--- config.mk ---
export PLATFORM = sky130hd
export DESIGN_NAME = game_status_counter
export DESIGN_NICKNAME = d
export VERILOG_FILES = /design/src/rtl/game_pkg.sv /design/src/rtl/hud_bin2bcd.sv /design/src/rtl/game_status_counter.sv
export SDC_FILE = /design/constraint.sdc
export NUM_CORES = 1
export LEC_CHECK = 0
export ABC_CLOCK_PERIOD_IN_PS = 6300
export CAP_MARGIN = 30
export CORE_UTILIZATION = 50
export DETAILED_ROUTE_END_ITERATION = 12
export PLACE_DENSITY = 0.73
export SLEW_MARGIN = 20
export SYNTH_ARGS = -nofsm -noshare
export SYNTH_HDL_FRONTEND = slang
export SYNTH_SLANG_ARGS = --single-unit
--- constraint.sdc ---
create_clock -name Clk -period 6.3 [get_ports Clk]
set_input_delay 1.26 -clock Clk [delete_from_list [all_inputs] [get_ports Clk]]
set_output_delay 1.26 -clock Clk [all_outputs]
set_load 0.05 [all_outputs]
--- src/rtl/game_pkg.sv ---
// Shared types and helpers for the HUD game-status block.
// State encoding, keyboard scancodes and BCD helper functions.
package game_pkg;

    typedef enum logic [2:0] {
        IDLE,
        RUN,
        PAUSED,
        TALLY,
        DONE
    } game_state_t;

    localparam logic [7:0] KEY_RIGHT = 8'h07;
    localparam logic [7:0] KEY_LEFT  = 8'h04;
    localparam logic [7:0] KEY_JUMP  = 8'h26;

    // Double-dabble correction: add 3 to every BCD digit >= 5.
    function automatic logic [11:0] dd_adjust(input logic [11:0] b);
        logic [11:0] r;
        r = b;
        for (int d = 0; d < 3; d++) begin
            if (r[4*d +: 4] >= 4'd5) begin
                r[4*d +: 4] = r[4*d +: 4] + 4'd3;
            end
        end
        return r;
    endfunction

    // Combinational conversion, used only for constants.
    function automatic logic [11:0] bin2bcd(input logic [9:0] v);
        logic [21:0] sh;
        sh = {12'd0, v};
        for (int i = 0; i < 10; i++) begin
            sh = {dd_adjust(sh[21:10]), sh[9:0]} << 1;
        end
        return sh[21:10];
    endfunction

    // BCD decrement; a ones/tens digit of 0 borrows to 9. Zero stays zero.
    function automatic logic [11:0] bcd_dec(input logic [11:0] b);
        logic [11:0] r;
        r = b;
        if (b != 12'd0) begin
            if (r[3:0] != 4'd0) begin
                r[3:0] = r[3:0] - 4'd1;
            end else begin
                r[3:0] = 4'd9;
                if (r[7:4] != 4'd0) begin
                    r[7:4] = r[7:4] - 4'd1;
                end else begin
                    r[7:4]  = 4'd9;
                    r[11:8] = r[11:8] - 4'd1;
                end
            end
        end
        return r;
    endfunction

endpackage

--- src/rtl/hud_bin2bcd.sv ---
// Sequential double-dabble: 10-bit binary to 3 BCD digits.
// Ports: Clk, Reset (async high), load (restart with bin), bin[9:0],
//        bcd[11:0] (last finished result), busy (conversion in flight).
module hud_bin2bcd
    import game_pkg::*;
(
    input  logic        Clk,
    input  logic        Reset,
    input  logic        load,
    input  logic [9:0]  bin,
    output logic [11:0] bcd,
    output logic        busy
);

    logic [9:0]  sh_q, sh_d;
    logic [11:0] acc_q, acc_d;
    logic [11:0] bcd_q, bcd_d;
    logic [3:0]  cnt_q, cnt_d;
    logic        busy_q, busy_d;

    always_comb begin
        sh_d   = sh_q;
        acc_d  = acc_q;
        bcd_d  = bcd_q;
        cnt_d  = cnt_q;
        busy_d = busy_q;
        if (load) begin
            // A new value aborts any conversion in flight.
            sh_d   = bin;
            acc_d  = 12'd0;
            cnt_d  = 4'd0;
            busy_d = 1'b1;
        end else if (busy_q) begin
            if (cnt_q == 4'd10) begin
                bcd_d  = acc_q;
                busy_d = 1'b0;
            end else begin
                {acc_d, sh_d} = {dd_adjust(acc_q), sh_q} << 1;
                cnt_d = cnt_q + 4'd1;
            end
        end
    end

    always_ff @(posedge Clk or posedge Reset) begin
        if (Reset) begin
            sh_q   <= '0;
            acc_q  <= '0;
            bcd_q  <= '0;
            cnt_q  <= '0;
            busy_q <= 1'b0;
        end else begin
            sh_q   <= sh_d;
            acc_q  <= acc_d;
            bcd_q  <= bcd_d;
            cnt_q  <= cnt_d;
            busy_q <= busy_d;
        end
    end

    assign bcd  = bcd_q;
    assign busy = busy_q;

endmodule

--- src/rtl/game_status_counter.sv ---
// Course timer, score and end-of-level flag feeding color_mapper and HUD.
// Ports: Clk, Reset (async high), frame_clk (vsync, sampled), start, pause,
//        level_clear, add_en/add_pts -> gameTime, score, time_bcd,
//        score_bcd, score_valid, endFlag, time_up, state_o.
module game_status_counter
    import game_pkg::*;
#(
    parameter int START_TIME      = 400,
    parameter int FRAMES_PER_TICK = 24,
    parameter int TALLY_PTS       = 1,
    parameter int SCORE_MAX       = 999
) (
    input  logic        Clk,
    input  logic        Reset,
    input  logic        frame_clk,
    input  logic        start,
    input  logic        pause,
    input  logic        level_clear,
    input  logic        add_en,
    input  logic [9:0]  add_pts,
    output logic [9:0]  gameTime,
    output logic [9:0]  score,
    output logic [11:0] time_bcd,
    output logic [11:0] score_bcd,
    output logic        score_valid,
    output logic        endFlag,
    output logic        time_up,
    output logic [2:0]  state_o
);

    localparam int PW = $clog2(FRAMES_PER_TICK + 1);

    localparam logic [9:0]    START_BIN = 10'(START_TIME);
    localparam logic [11:0]   START_BCD = bin2bcd(START_BIN);
    localparam logic [PW-1:0] PS_LAST   = PW'(FRAMES_PER_TICK - 1);
    localparam logic [10:0]   TPTS      = 11'(TALLY_PTS);
    localparam logic [10:0]   SCAP      = 11'(SCORE_MAX);

    game_state_t state_q, state_d;
    logic [1:0]    fsync_q;
    logic          fprev_q;
    logic [9:0]    time_q, time_d;
    logic [11:0]   tbcd_q, tbcd_d;
    logic [9:0]    score_q, score_d;
    logic [PW-1:0] presc_q, presc_d;
    logic          tup_q, tup_d;

    logic        frame_tick;
    logic        load;
    logic        dec;
    logic        tally_inc;
    logic        add_ok;
    logic [10:0] sum;
    logic        bcd_busy;

    assign frame_tick = fsync_q[1] & ~fprev_q;

    always_comb begin
        state_d   = state_q;
        time_d    = time_q;
        tbcd_d    = tbcd_q;
        score_d   = score_q;
        presc_d   = presc_q;
        tup_d     = tup_q;
        load      = 1'b0;
        dec       = 1'b0;
        tally_inc = 1'b0;
        add_ok    = add_en & ((state_q == RUN) | (state_q == TALLY));

        unique case (state_q)
            IDLE: begin
                load = start;
            end
            RUN: begin
                // level_clear wins over a tick that would end the course.
                if (level_clear) begin
                    state_d = TALLY;
                end else if (pause) begin
                    state_d = PAUSED;
                end else if (frame_tick) begin
                    if (presc_q == PS_LAST) begin
                        presc_d = '0;
                        dec     = 1'b1;
                        if (time_q <= 10'd1) begin
                            state_d = DONE;
                            tup_d   = 1'b1;
                        end
                    end else begin
                        presc_d = presc_q + 1'b1;
                    end
                end
            end
            PAUSED: begin
                if (!pause) begin
                    state_d = RUN;
                end
            end
            TALLY: begin
                if (time_q == 10'd0) begin
                    state_d = DONE;
                end else if (frame_tick) begin
                    dec       = 1'b1;
                    tally_inc = 1'b1;
                    if (time_q == 10'd1) begin
                        state_d = DONE;
                    end
                end
            end
            DONE: begin
                load = start;
            end
            default: begin
                state_d = IDLE;
            end
        endcase

        if (dec && (time_q != 10'd0)) begin
            time_d = time_q - 10'd1;
            tbcd_d = bcd_dec(tbcd_q);
        end

        // 11-bit sum cannot wrap: 999 + 1023 + tally points.
        sum = {1'b0, score_q}
            + (add_ok ? {1'b0, add_pts} : 11'd0)
            + (tally_inc ? TPTS : 11'd0);
        if (add_ok || tally_inc) begin
            score_d = (sum > SCAP) ? SCAP[9:0] : sum[9:0];
        end

        if (load) begin
            state_d = RUN;
            time_d  = START_BIN;
            tbcd_d  = START_BCD;
            score_d = 10'd0;
            presc_d = '0;
            tup_d   = 1'b0;
        end
    end

    always_ff @(posedge Clk or posedge Reset) begin
        if (Reset) begin
            state_q <= IDLE;
            fsync_q <= '0;
            fprev_q <= 1'b0;
            time_q  <= '0;
            tbcd_q  <= '0;
            score_q <= '0;
            presc_q <= '0;
            tup_q   <= 1'b0;
        end else begin
            state_q <= state_d;
            fsync_q <= {fsync_q[0], frame_clk};
            fprev_q <= fsync_q[1];
            time_q  <= time_d;
            tbcd_q  <= tbcd_d;
            score_q <= score_d;
            presc_q <= presc_d;
            tup_q   <= tup_d;
        end
    end

    // Converter restarts on the same edge the new score is registered.
    hud_bin2bcd u_bcd (
        .Clk   (Clk),
        .Reset (Reset),
        .load  (score_d != score_q),
        .bin   (score_d),
        .bcd   (score_bcd),
        .busy  (bcd_busy)
    );

    assign gameTime    = time_q;
    assign score       = score_q;
    assign time_bcd    = tbcd_q;
    assign score_valid = ~bcd_busy;
    assign endFlag     = (state_q == DONE);
    assign time_up     = tup_q;
    assign state_o     = state_q;

endmodule

-- Yosys cells after proc, flatten, opt, wreduce, memory -nomap -nowiden
Index checks and enable logic that the tools add are counted.
- register bits after elaboration: 83
- output and inout bits: 50
- add/subtract/negate cells: 11
- magnitude comparators: 5
- equality and inequality tests: 20
- mux-type cells: 62
- bitwise operators: 6
- reduce and logical (&&, ||, !) cells: 24
- operators with widths (operator ; count):
    10-bit two-way mux ; 9
    12-bit two-way mux ; 6
    3-bit two-way mux ; 11
    4-bit two-way mux ; 8
    5-bit two-way mux ; 6
    1-bit two-way mux ; 19
    2-bit nonzero test ; 7
    4-bit by 3-bit greater-or-equal comparator with 1-bit output, second input constant ; 3
    3-bit one-hot mux with 4 select lines ; 1
    12-bit nonzero test ; 1
    4-bit by 1-bit subtractor with 4-bit output, second input constant ; 3
    10-bit by 10-bit adder with 11-bit output ; 1
    11-bit by 1-bit adder with 11-bit output ; 1
    11-bit by 10-bit greater-than comparator with 1-bit output, second input constant ; 1
    10-bit by 1-bit == test with 1-bit output, second input constant ; 1
    10-bit by 1-bit <= comparator with 1-bit output, second input constant ; 1
    10-bit logical NOT ; 1
    10-bit inequality test ; 1
    5-bit by 4-bit inequality test with 1-bit output, second input constant ; 2
    10-bit nonzero test ; 1
    10-bit by 1-bit subtractor with 10-bit output, second input constant ; 1
    4-bit by 2-bit adder with 4-bit output, second input constant ; 2
    8-bit two-way mux ; 1
    2-bit by 1-bit inequality test with 1-bit output, second input constant ; 4
    other kinds (27) ; 36

-- Depth between registers and ports, before layout
Gate-level depths: netlist (run 1).
- word-level depth: 14
- mapped depth: 20
- mapped depth without buffers: 17

-- Hierarchy
A second synthesis (run 1) with hierarchy kept.
- cell total of the unflattened synthesis: 557
- area, all modules: 5087.4 um^2
- modules (own cells, without submodules) (module ; times used ; cells an instance ; area an instance (um^2)):
    game_status_counter ; 1 ; 358 ; 3036.7
    hud_bin2bcd ; 1 ; 199 ; 2050.7

-- Worst setup path before layout (run 1)
Ideal clock, no wire load.
- path kind: register to register
- start point: register time_q[1] (netlist: gameTime[1])
- end point: register u_bcd.bcd_q[0] (netlist: u_bcd.bcd[0])
- arrival: 4.768 ns
- data required time: 6.175 ns
- setup slack: 1.407 ns
- cell stages (with the launch flop): 20
- clock period less this slack: 4.893 ns
- path through: dfrtp_1 inv_1 ha_1 or3b_2 or4_1 clkbuf_2 nand3_1 fa_1 inv_1 fa_1 a21o_1 nand4_1 a41oi_1 a211oi_1 o2111ai_1 o2111ai_1 o311a_1 and3_4 buf_8 mux2_4
- word-level cells in the longest chain between the ends: 12
- elaborated cells on any way between the ends: 13
- ends and longest elaborated chain (what ; RTL line ; RTL):
    from (decl) ; game_status_counter.sv:42 ; logic [9:0] time_q, time_d;
    from (signal assigned) ; game_status_counter.sv:154 ; time_q <= time_d;
    10-bit logical NOT * ; game_status_counter.sv:99 ; if (time_q == 10'd0) begin
    1-bit two-way mux * ; game_status_counter.sv:99 ;
    1-bit two-way mux * ; game_status_counter.sv:70 ; unique case (state_q)
    1-bit two-way mux ; game_status_counter.sv:125 ; + (tally_inc ? TPTS : 11'd0);
    11-bit by 1-bit adder with 11-bit output ; game_status_counter.sv:125 ;
    11-bit by 10-bit greater-than comparator with 1-bit output ; game_status_counter.sv:127 ; score_d = (sum > SCAP) ? SCAP[9:0] : sum[9:0];
    10-bit two-way mux ; game_status_counter.sv:127 ;
    10-bit two-way mux * ; game_status_counter.sv:126 ; if (add_ok || tally_inc) begin
    10-bit two-way mux * ; game_status_counter.sv:130 ; if (load) begin
    10-bit inequality test * ; game_status_counter.sv:166 ; .load (score_d != score_q),
    1-bit inverter (no line) * ; -- ;
    3-bit AND reduction (no line) * ; -- ;
    to (signal assigned) ; hud_bin2bcd.sv:48 ; bcd_q <= '0;
    to (signal assigned) ; hud_bin2bcd.sv:54 ; bcd_q <= bcd_d;
    to (decl) ; hud_bin2bcd.sv:17 ; logic [11:0] bcd_q, bcd_d;
Every way passes the cells marked *; elsewhere a longest branch is shown, timed or not.
A chain may end at the register's enable or synchronous reset.

-- Worst setup path in the final report (run 1)
- start point: register time_q[0] (netlist: gameTime[0])
- end point: register u_bcd.bcd_q[10] (netlist: u_bcd.bcd[10])
Same word-level chain as after synthesis.

==> impl_metrics.toml, run 1 <==
[run_status]
status = "complete, no violations"

[synthesis]
synth.distinct_cells = 69
synth.ff_latch_count = 83
synth_top_area_share_pct = 40.9
synth.area.top_cells = "dfrtp_1 (41%), ha_1 (5.4%), nor2_1 (4.4%)"
yosysMostFrequentCell = "dfrtp_1"
synth.mux.area_fraction_pct = 6.88
synth_top_area_cell = "dfrtp_1"
seq_area_frac_synth_pct = 40.9
syn_nets = 592
synth-simple-area-share_pct = 21.3
synth-edff-count = 0
yosys_warnings = 0
synthTopCellsByCount = "dfrtp_1 (83), nor2_1 (59), nand2_1 (50)"
mappedNetlistArea_mm2 = 0.00508
synthCells = 551
synthFlopType = "dfrtp_1"
synthAdderAreaFrac_pct = 6.21
synthXorXnorAreaFrac_pct = 3.97
async_flop_share_pct = 100
synth.avg_cell_area_um2 = 9.21
synth_compound_area_share_pct = 16.2
synth_top_family_by_area = "simple AND/OR/NAND/NOR gates"

[global_routing]
grt_pass1_wl_um = 19500
antenna_found_initial = 0
gr-total-overflow = 0
track_usage_pct = 23.5
grt_pass1_vias = 4113
grt_max_degree = 64

[cells_and_area]
nFillCells = 893
num-nets-final = 649
n_antenna_cell = 0
drive_gt1_share_pct = 9.14
area_delta_synth_final_pct = 18.1

[route]
drt_iter0_drc = 229
via_per_inst = 5.75
drt_first_pass_iters = 5
routed_wl_um = 11600
route.detailed.drc = 0
ant_nets = 0
wl_per_cell_um = 15.6
dr_total_vias = 4289

[worst_setup_path]
cpMaxStageDelayCell = "or4_1"
cp_common_cell = "nand3_1"
cp.arrival_ns = 5.55
critical-path-top-delay-family = "simple AND/OR/NAND/NOR gates"
reg2reg_slack_ns = 0.99
start_kind = "flop"
path_buf_inv = 2
crit_path_max_fanout = 12
cp-end-kind = "flop"
critPathRequiredTime_ns = 6.54
crit_type = "reg2reg"
slowest_delay_ns = 0.58
path_cells = "inv_1, ha_1, or3b_2, or4_1, nand3_1, fa_1, inv_1, fa_1, nand3_1, a21oi_1, o211ai_1, nand3_1, o21ai_0, a41o_1, nor4bb_1, and3_4, mux2_2"

[sta]
rsz0062_at_grt = "no"
fmax_mhz = 188
post-route-period-util_pct = 84.2
final_max_slew_viol_count = 0
worst_pin_slew_ns = 0.847
hold_viol_final = 0
setup_viol = 0
fin_skew_ns = 0.0126
setup_tns_ns = 0
slew_headroom_pct = 43.4
finalCriticalPeriod_ns = 5.31
finalHoldWorstSlack_ns = 0.355

[power]
p_per_area_mw_per_mm2 = 440
p_leak_uw = 0.00266
ir_drop_mv = 0.292

[clocking]
post_cts_buffers = 0
hold_buffers = 0
cts_tree = "yes"
htree_levels = 3
clkTransAtPathRegs_ns = 0.10
worstSkewPairLatency_ns = 0.35
cts-root-buf = "clkbuf_8"
cts_max_path_buffers = 2
post_cts_resized = 0
clock-sinks = 83
cts_inserted_buffers = 9

[die]
die_area_mm2 = 0.0106
coreArea_mm2 = 0.00982
start_util_pct = 51.7
fp-row-count = 36
die_y_um = 103
die_x_um = 103
ios = 67

[min_path]
hp-class = "reg2reg"

[place]
hpwlAfterDp_um = 8290
gp_congestion = 0.893
io_buffers = 66

[run]
cap_violations = 0
## layer usage
metal | track usage, % | routed length [µm] | vias to the layer above
met4 | 7.37 | 135 | 0
met3 | 4.34 | 543 | 13
met5 | 0 | 0 | -
met1 | 32.1 | 5390 | 2067
li1 | - | - | 2090
met2 | 38.1 | 5540 | 119
## placed cells by master, fill, tap and decap left out, types with 5 or more instances in the layout
master	n
a211oi_1	8
a21oi_1	42
a31oi_1	5
and2_1	5
and3_1	15
clkbuf_8	9
clkdlybuf4s50_1	66
dfrtp_1	83
ha_1	22
inv_1	28
mux2_2	10
mux2_4	13
nand2_1	50
nand2b_1	5
nand3_1	20
nand4_1	9
nor2_1	59
nor3_1	17
nor4_1	5
o21ai_0	29
o22ai_1	5
xnor2_1	16
xor2_1	7
## where the power goes
group          leakage [µW]  internal [µW]  switching (µW)  total, µW
registers           0.00109            651             166        817
clock network     0.0000901            151             212        363
logic               0.00149            567             890       1460
total               0.00266           1370            1270       2640
## per-stage QoR
stage                     instances  total power, µW  area [µm²]  utilization (%)  setup slack (ns)
final                           746             2640        5990             61.0             0.994
after global routing            746             2820        5990             61.0             0.658
after CTS                       746             2640        5990             61.0              1.02
after detailed placement        730             2270        5810             59.2             0.875
after global placement          730             2260        5810             59.2             0.989
after floorplan                 551             1910        5080                -              1.41
## final timing paths
path | from | endpoint | cells after the start
worst min register to register | fsync_q[0] | fsync_q[1] | 0
max in group asynchronous | Reset | score[6] | 3
worst min-delay path | fsync_q[0] | fsync_q[1] | 0
worst max-delay path | gameTime[0] | u_bcd.bcd[10] | 17
min in group asynchronous | Reset | time_bcd[6] | 2
worst max register to register | gameTime[0] | u_bcd.bcd[10] | 17
## cell type report
class	count	area (µm²)	share of cell area, %
Clock buffer	9	124	2.07
Sequential cell	83	2080	34.6
Clock inverter	7	60.1	1.00
Multi-Input combinational cell	416	2770	46.3
Inverter	29	110	1.84
Tap cell	133	166	2.78
Timing Repair Buffer	69	683	11.4
## sequential cells by signal (all words and copies together), names as in the netlist, 3 cells and up
name and count:
time_bcd 12, u_bcd.acc_q 12, u_bcd.bcd 12, gameTime 10, score 10, u_bcd.sh_q 10, presc_q 5, u_bcd.cnt_q 4
state_o 3
## kinds of logic (layout without fill, tap and decap cells)
family	after synthesis	after routing
and+or+nand+nor	214	214
AOI/OAI and AO/OA	128	128
DFF	83	83
buffers and inverters	52	114
muxes	27	27
adders and majority gates	24	24
xor gates and xnor gates	23	23
Note: power is estimated with default switching activity, not from simulation.
==> run 2: changes to the inputs <==
--- a/config.mk
+++ b/config.mk
@@ -5,7 +5,7 @@
 export SDC_FILE = /design/constraint.sdc
 export NUM_CORES = 1
 export LEC_CHECK = 0
-export ABC_CLOCK_PERIOD_IN_PS = 6300
+export ABC_CLOCK_PERIOD_IN_PS = 5000
 export CAP_MARGIN = 30
 export CORE_UTILIZATION = 50
 export DETAILED_ROUTE_END_ITERATION = 12
==> constraint.sdc (replaced) <==
create_clock -name Clk -period 5 [get_ports Clk]
set_input_delay 1 -clock Clk [delete_from_list [all_inputs] [get_ports Clk]]
set_output_delay 1 -clock Clk [all_outputs]
set_load 0.05 [all_outputs]
==> run 2 against run 1 <==
Net effect:
- sequential cell count stayed put
- combinational power is 40% higher
- die area unchanged
- final cell count grew 2.4%
- sequential share of layout area shrank 1.4 points
- critical endpoint is now u_bcd.bcd[11]
==> impl_metrics.toml, run 2 (synthesis gave the netlist of run 1 again) <==
[worst_setup_path]
rr_worst_depth = 17
start_kind = "flop"
crit_end = "u_bcd.bcd[11]"
r2r_end = "u_bcd.bcd[11]"
cp-end-kind = "flop"
reg2reg_slack_ns = 0.21
crit_type = "reg2reg"
critPathLaunch = "gameTime[1]"
crit_path_max_fanout = 6
cp.arrival_ns = 5.03
critPathRequiredTime_ns = 5.24
r2r-start = "gameTime[1]"

[cells_and_area]
n_antenna_cell = 0
layout_commonest_cell = "dfrtp_1"
num-nets-final = 667
layout_common_cells = "dfrtp_1 (82), clkdlybuf4s50_1 (66), nor2_1 (59), nand2_1 (50), a21oi_1 (41)"
drive_gt1_share_pct = 13.2
utilization_pct = 63.6
area_delta_synth_final_pct = 23.0

[die]
die_area_mm2 = 0.0106
ios = 67
die_y_um = 103
coreArea_mm2 = 0.00982
start_util_pct = 51.7
fp-row-count = 36
die_x_um = 103

[route]
route.detailed.drc = 0
drt_iter0_drc = 238
ant_nets = 0
wl_per_cell_um = 16.6
drt_first_pass_iters = 4
routed_wl_um = 12700
dr_total_vias = 4409
via_per_inst = 5.77

[clocking]
worstSkewPairLatency_ns = 0.36
cts-root-buf = "clkbuf_8"
cts_tree = "yes"
clock-sinks = 83
cts_inserted_buffers = 9
htree_levels = 3
cts_max_path_buffers = 2
clkTransAtPathRegs_ns = 0.09

[global_routing]
grt_pass1_wl_um = 20100
track_usage_pct = 24.4
antenna_found_initial = 0
grt_pass1_vias = 4220
gr-total-overflow = 0
grt_max_degree = 55

[place]
hpwlAfterDp_um = 8900
io_buffers = 66
gp_congestion = 0.930

[sta]
hold_viol_final = 0
final_max_slew_viol_count = 0
slew_headroom_pct = 32.5
fin_skew_ns = 0.0135
post-route-period-util_pct = 95.9
setup_viol = 0
worst_pin_slew_ns = 1.01
fmax_mhz = 209
finalCriticalPeriod_ns = 4.79

[run]
cap_violations = 0

[power]
ir_drop_mv = 0.391
p_leak_uw = 0.00277
p_total_uw = 3580
p_per_area_mw_per_mm2 = 573

[run_status]
status = "complete, no violations"

[min_path]
hp-class = "reg2reg"
run 2: cell count changes in the layout (fill, tap and decap cells not counted), sizes merged:
cell	before	now
nand3	21	22
buf	3	19
and3	16	17
inv	32	29
bufinv	0	1
clkbuf	9	11
run 2: where the power goes:
group          switching, µW  leakage (µW)  internal [µW]
registers                221       0.00109            820
clock network            248     0.0000901            234
logic                   1220       0.00159            831
run 2: critical path, stage by stage, from the launching register on:
cell and delay [ns]:
dfrtp_1 0.42, inv_1 0.09, ha_1 0.19, or3b_2 0.51, or4_4 0.44, nand3_1 0.12
fa_1 0.21, inv_1 0.06, fa_1 0.42, a21o_1 0.20, a21oi_2 0.18, xnor2_2 0.12
a211oi_2 0.34, o2111ai_4 0.23, o2111ai_1 0.20, o311a_4 0.30, and3_4 0.28, mux2_2 0.35
run 2: how the worst min path moves through the flow:
stage                    start    endpoint  slack (ns)  depth (start not counted)
global placement    fsync_q[0]  fsync_q[1]        0.33                          0
finish              fsync_q[0]  fsync_q[1]        0.36                          0
detailed placement  fsync_q[0]  fsync_q[1]        0.35                          0
global route        fsync_q[0]  fsync_q[1]        0.37                          0
floorplan           fsync_q[0]  fsync_q[1]        0.33                          0
CTS                 fsync_q[0]  fsync_q[1]        0.37                          0
run 2: routing by layer:
layer / part of all wire (%) / GRT usage, % / routed length (µm) / vias to the layer above
met3: 4.5 / 5.22 / 566 / 25
met2: 48 / 39.1 / 6110 / 122
met4: 2.2 / 10.2 / 281 / 0
met5: 0 / 0 / 0 / -
met1: 45 / 32.2 / 5740 / 2119
li1: - / - / - / 2143
run 2: metrics by stage:
stage	worst slack, ns	hold slack (ns)	instance area, µm²	TNS (ns)	std cells
finish	0.206	0.360	6240	0	764
global route	-0.0361	0.370	6240	-0.125	764
CTS	0.0410	0.366	6090	0	757
detailed placement	0.0872	0.345	5890	0	741
global placement	0.176	0.333	5890	0	741
floorplan	0.107	0.331	5080	0	551
run 2: area by class of cell:
| class | count | area [µm²] |
|---|---|---|
| tap | 133 | 166 |
| timing repair buffer | 85 | 816 |
| multi-input combinational | 418 | 2880 |
| inverter | 29 | 110 |
| clock buffer | 11 | 131 |
| sequential | 83 | 2080 |
| clock inverter | 5 | 62.6 |
| fill | 860 | 3580 |
run 2: timing repair:
action | 4_1_cts | 5_1_grt
endpoints found under the setup margin | 0 | 31
hold buffers | 0 | 0
setup buffers | 0 | 4
resized for setup | 0 | 17
==> run 3: changes to the inputs <==
--- a/config.mk
+++ b/config.mk
@@ -5,11 +5,11 @@
 export SDC_FILE = /design/constraint.sdc
 export NUM_CORES = 1
 export LEC_CHECK = 0
-export ABC_CLOCK_PERIOD_IN_PS = 5000
+export ABC_CLOCK_PERIOD_IN_PS = 3900
 export CAP_MARGIN = 30
 export CORE_UTILIZATION = 50
 export DETAILED_ROUTE_END_ITERATION = 12
-export PLACE_DENSITY = 0.73
+export PLACE_DENSITY = 0.76
 export SLEW_MARGIN = 20
 export SYNTH_ARGS = -nofsm -noshare
 export SYNTH_HDL_FRONTEND = slang
==> constraint.sdc (replaced) <==
create_clock -name Clk -period 3.9 [get_ports Clk]
set_input_delay 0.78 -clock Clk [delete_from_list [all_inputs] [get_ports Clk]]
set_output_delay 0.78 -clock Clk [all_outputs]
set_load 0.05 [all_outputs]
==> run 3 against run 2 <==
Net effect:
- the run now ends with negative setup slack left
- hold slack better by 0.0064 ns
- combinational power up 59%
- sequential cell count unchanged
- via count up 7.0%
- non-clock buffer count up 75
- largest power group unchanged
==> impl_metrics.toml, run 3 (synthesis gave the netlist of run 1 again) <==
[global_routing]
gr-total-overflow = 0
use_met3_pct = 4.20
met1_usage_pct = 34.0
grtUsageMet2_pct = 48.1
grt_pass1_vias = 4595
grt_max_degree = 46
track_usage_pct = 27.2
grt.busiest_layer = "met2"
grt_pass1_wl_um = 22200
antenna_found_initial = 0

[worst_setup_path]
crit_end = "u_bcd.sh_q[1]"
start_kind = "flop"
cp-end-kind = "flop"
r2r-start = "gameTime[6]"
reg2reg_slack_ns = -0.45
critPathRequiredTime_ns = 4.15
cp.arrival_ns = 4.60
critPathLaunch = "gameTime[6]"
rr_worst_depth = 17
crit_path_max_fanout = 6
r2r_end = "u_bcd.sh_q[1]"
crit_type = "reg2reg"

[sta]
hold_viol_final = 0
finalHoldWorstSlack_ns = 0.366
setup_viol = 40
slew_headroom_pct = 42.6
post-route-period-util_pct = 112
final.setup.worst_slack_ns = -0.454
final_max_slew_viol_count = 0
worst_pin_slew_ns = 0.859
fmax_mhz = 230
rsz0062_at_grt = "yes"
finalCriticalPeriod_ns = 4.35
fin_skew_ns = 0.0148

[clocking]
clkTransAtPathRegs_ns = 0.09
hold_buffers = 0
cts_tree = "yes"
htree_levels = 3
worstSkewPairLatency_ns = 0.36
cts_inserted_buffers = 9
cts_max_path_buffers = 2
clock-sinks = 83
cts-root-buf = "clkbuf_8"

[cells_and_area]
layout_commonest_cell = "buf_4"
register_area_mm2 = 0.00208
num-nets-final = 742
drive_gt1_share_pct = 25.9
multi_input_area_mm2 = 0.00295
layout_common_cells = "buf_4 (91), dfrtp_1 (78), clkdlybuf4s50_1 (66), nor2_1 (58), nand2_1 (50)"
nFillCells = 789
n_antenna_cell = 0
area_delta_synth_final_pct = 35.3
design_area_mm2 = 0.00687
fin_cells = 839

[run]
cap_violations = 0

[route]
route.detailed.drc = 0
routed_wl_um = 13800
via_per_inst = 5.62
ant_nets = 0
drt_first_pass_iters = 5
drt_iter0_drc = 236
dr_total_vias = 4717
wl_per_cell_um = 16.5

[die]
fp-row-count = 36
die_y_um = 103
start_util_pct = 51.7
ios = 67
die_x_um = 103
coreArea_mm2 = 0.00982
die_area_mm2 = 0.0106

[power]
clockPowerShare_pct = 11.6
sw_frac_of_total_pct = 45.9
pwr-share-seq_pct = 24.5
p_leak_uw = 0.00313
combPwrFrac_pct = 63.9
internal_power_uw = 2750
netSwitchingPower_uw = 2330
p_per_area_mw_per_mm2 = 741
ir_drop_mv = 0.483

[place]
gp_congestion = 0.925
hpwlAfterDp_um = 9920
post_dp_cell_area_mm2 = 0.00651
dp_cells = 813
io_buffers = 66

[min_path]
hp-class = "reg2reg"

[run_status]
status = "complete, but fails checks"
failed_checks = "negative setup slack"
run 3: changes by cell type in the layout (fill, tap and decap cells not counted), sizes merged:
cell    before  now
bufinv       1    0
clkbuf      11   10
buf         19   94
clkinv       2    3
inv         29   30
run 3: metal layers:
layer  wire length, µm  vias up
li1                  -     2281
met1              6050     2303
met2              7070      117
met3               502       16
met4               197        0
met5                 0        -
run 3: stage by stage:
step,util [%],worst slack [ns],power (µW),setup TNS (ns)
global route,69.9,-0.622,5380,-22.39
detailed placement,66.3,-0.573,4260,-19.50
CTS,69.6,-0.401,5020,-13.92
global placement,66.3,-0.470,4210,-15.54
finish,69.9,-0.454,5090,-15.73
floorplan,-,-0.600,3160,-18.12
run 3: worst max-delay path, stage by stage (launching register included):
cell and delay (ns):
dfrtp_2 0.41, or4_4 0.54, or4_4 0.51, nand3_2 0.10
fa_2 0.21, inv_2 0.04, fa_2 0.36, a21o_1 0.20
nand4_1 0.12, a41oi_2 0.12, a211oi_2 0.21, buf_4 0.16
o2111ai_4 0.19, mux2i_1 0.23, o211a_2 0.25, buf_6 0.13
nand3_4 0.15, mux2_4 0.33
run 3: timing repair:
action                                  in CTS  in global routing
cloned                                       2                  0
pin swaps                                    8                  0
endpoints found under the setup margin      41                 43
gates resized for setup                     15                  6
setup buffers                                7                  1
run 3: how the worst min path moves through the flow:
stage | to | slack (ns) | from | depth (start not counted)
after floorplan | fsync_q[1] | 0.33 | fsync_q[0] | 0
after detailed placement | fsync_q[1] | 0.35 | fsync_q[0] | 0
final | fsync_q[1] | 0.37 | fsync_q[0] | 0
after global routing | fsync_q[1] | 0.38 | fsync_q[0] | 0
after CTS | fsync_q[1] | 0.37 | fsync_q[0] | 0
after global placement | fsync_q[1] | 0.33 | fsync_q[0] | 0
run 3: final cells by class:
cell class / instances / share of cell area, %
tap: 133 / 2.42
clock buffer: 10 / 2.00
inverter: 29 / 1.60
clock inverter: 6 / 0.674
multi-input combinational: 418 / 42.9
sequential: 83 / 30.3
timing repair buffer: 160 / 20.1
run 3: power groups by stage:
stage	clock [µW]	combinational, µW	sequential (µW)
detailed placement	0	3000	1250
global route	637	3480	1270
floorplan	0	1510	1650
global placement	0	2960	1250
finish	590	3250	1250
CTS	603	3180	1240
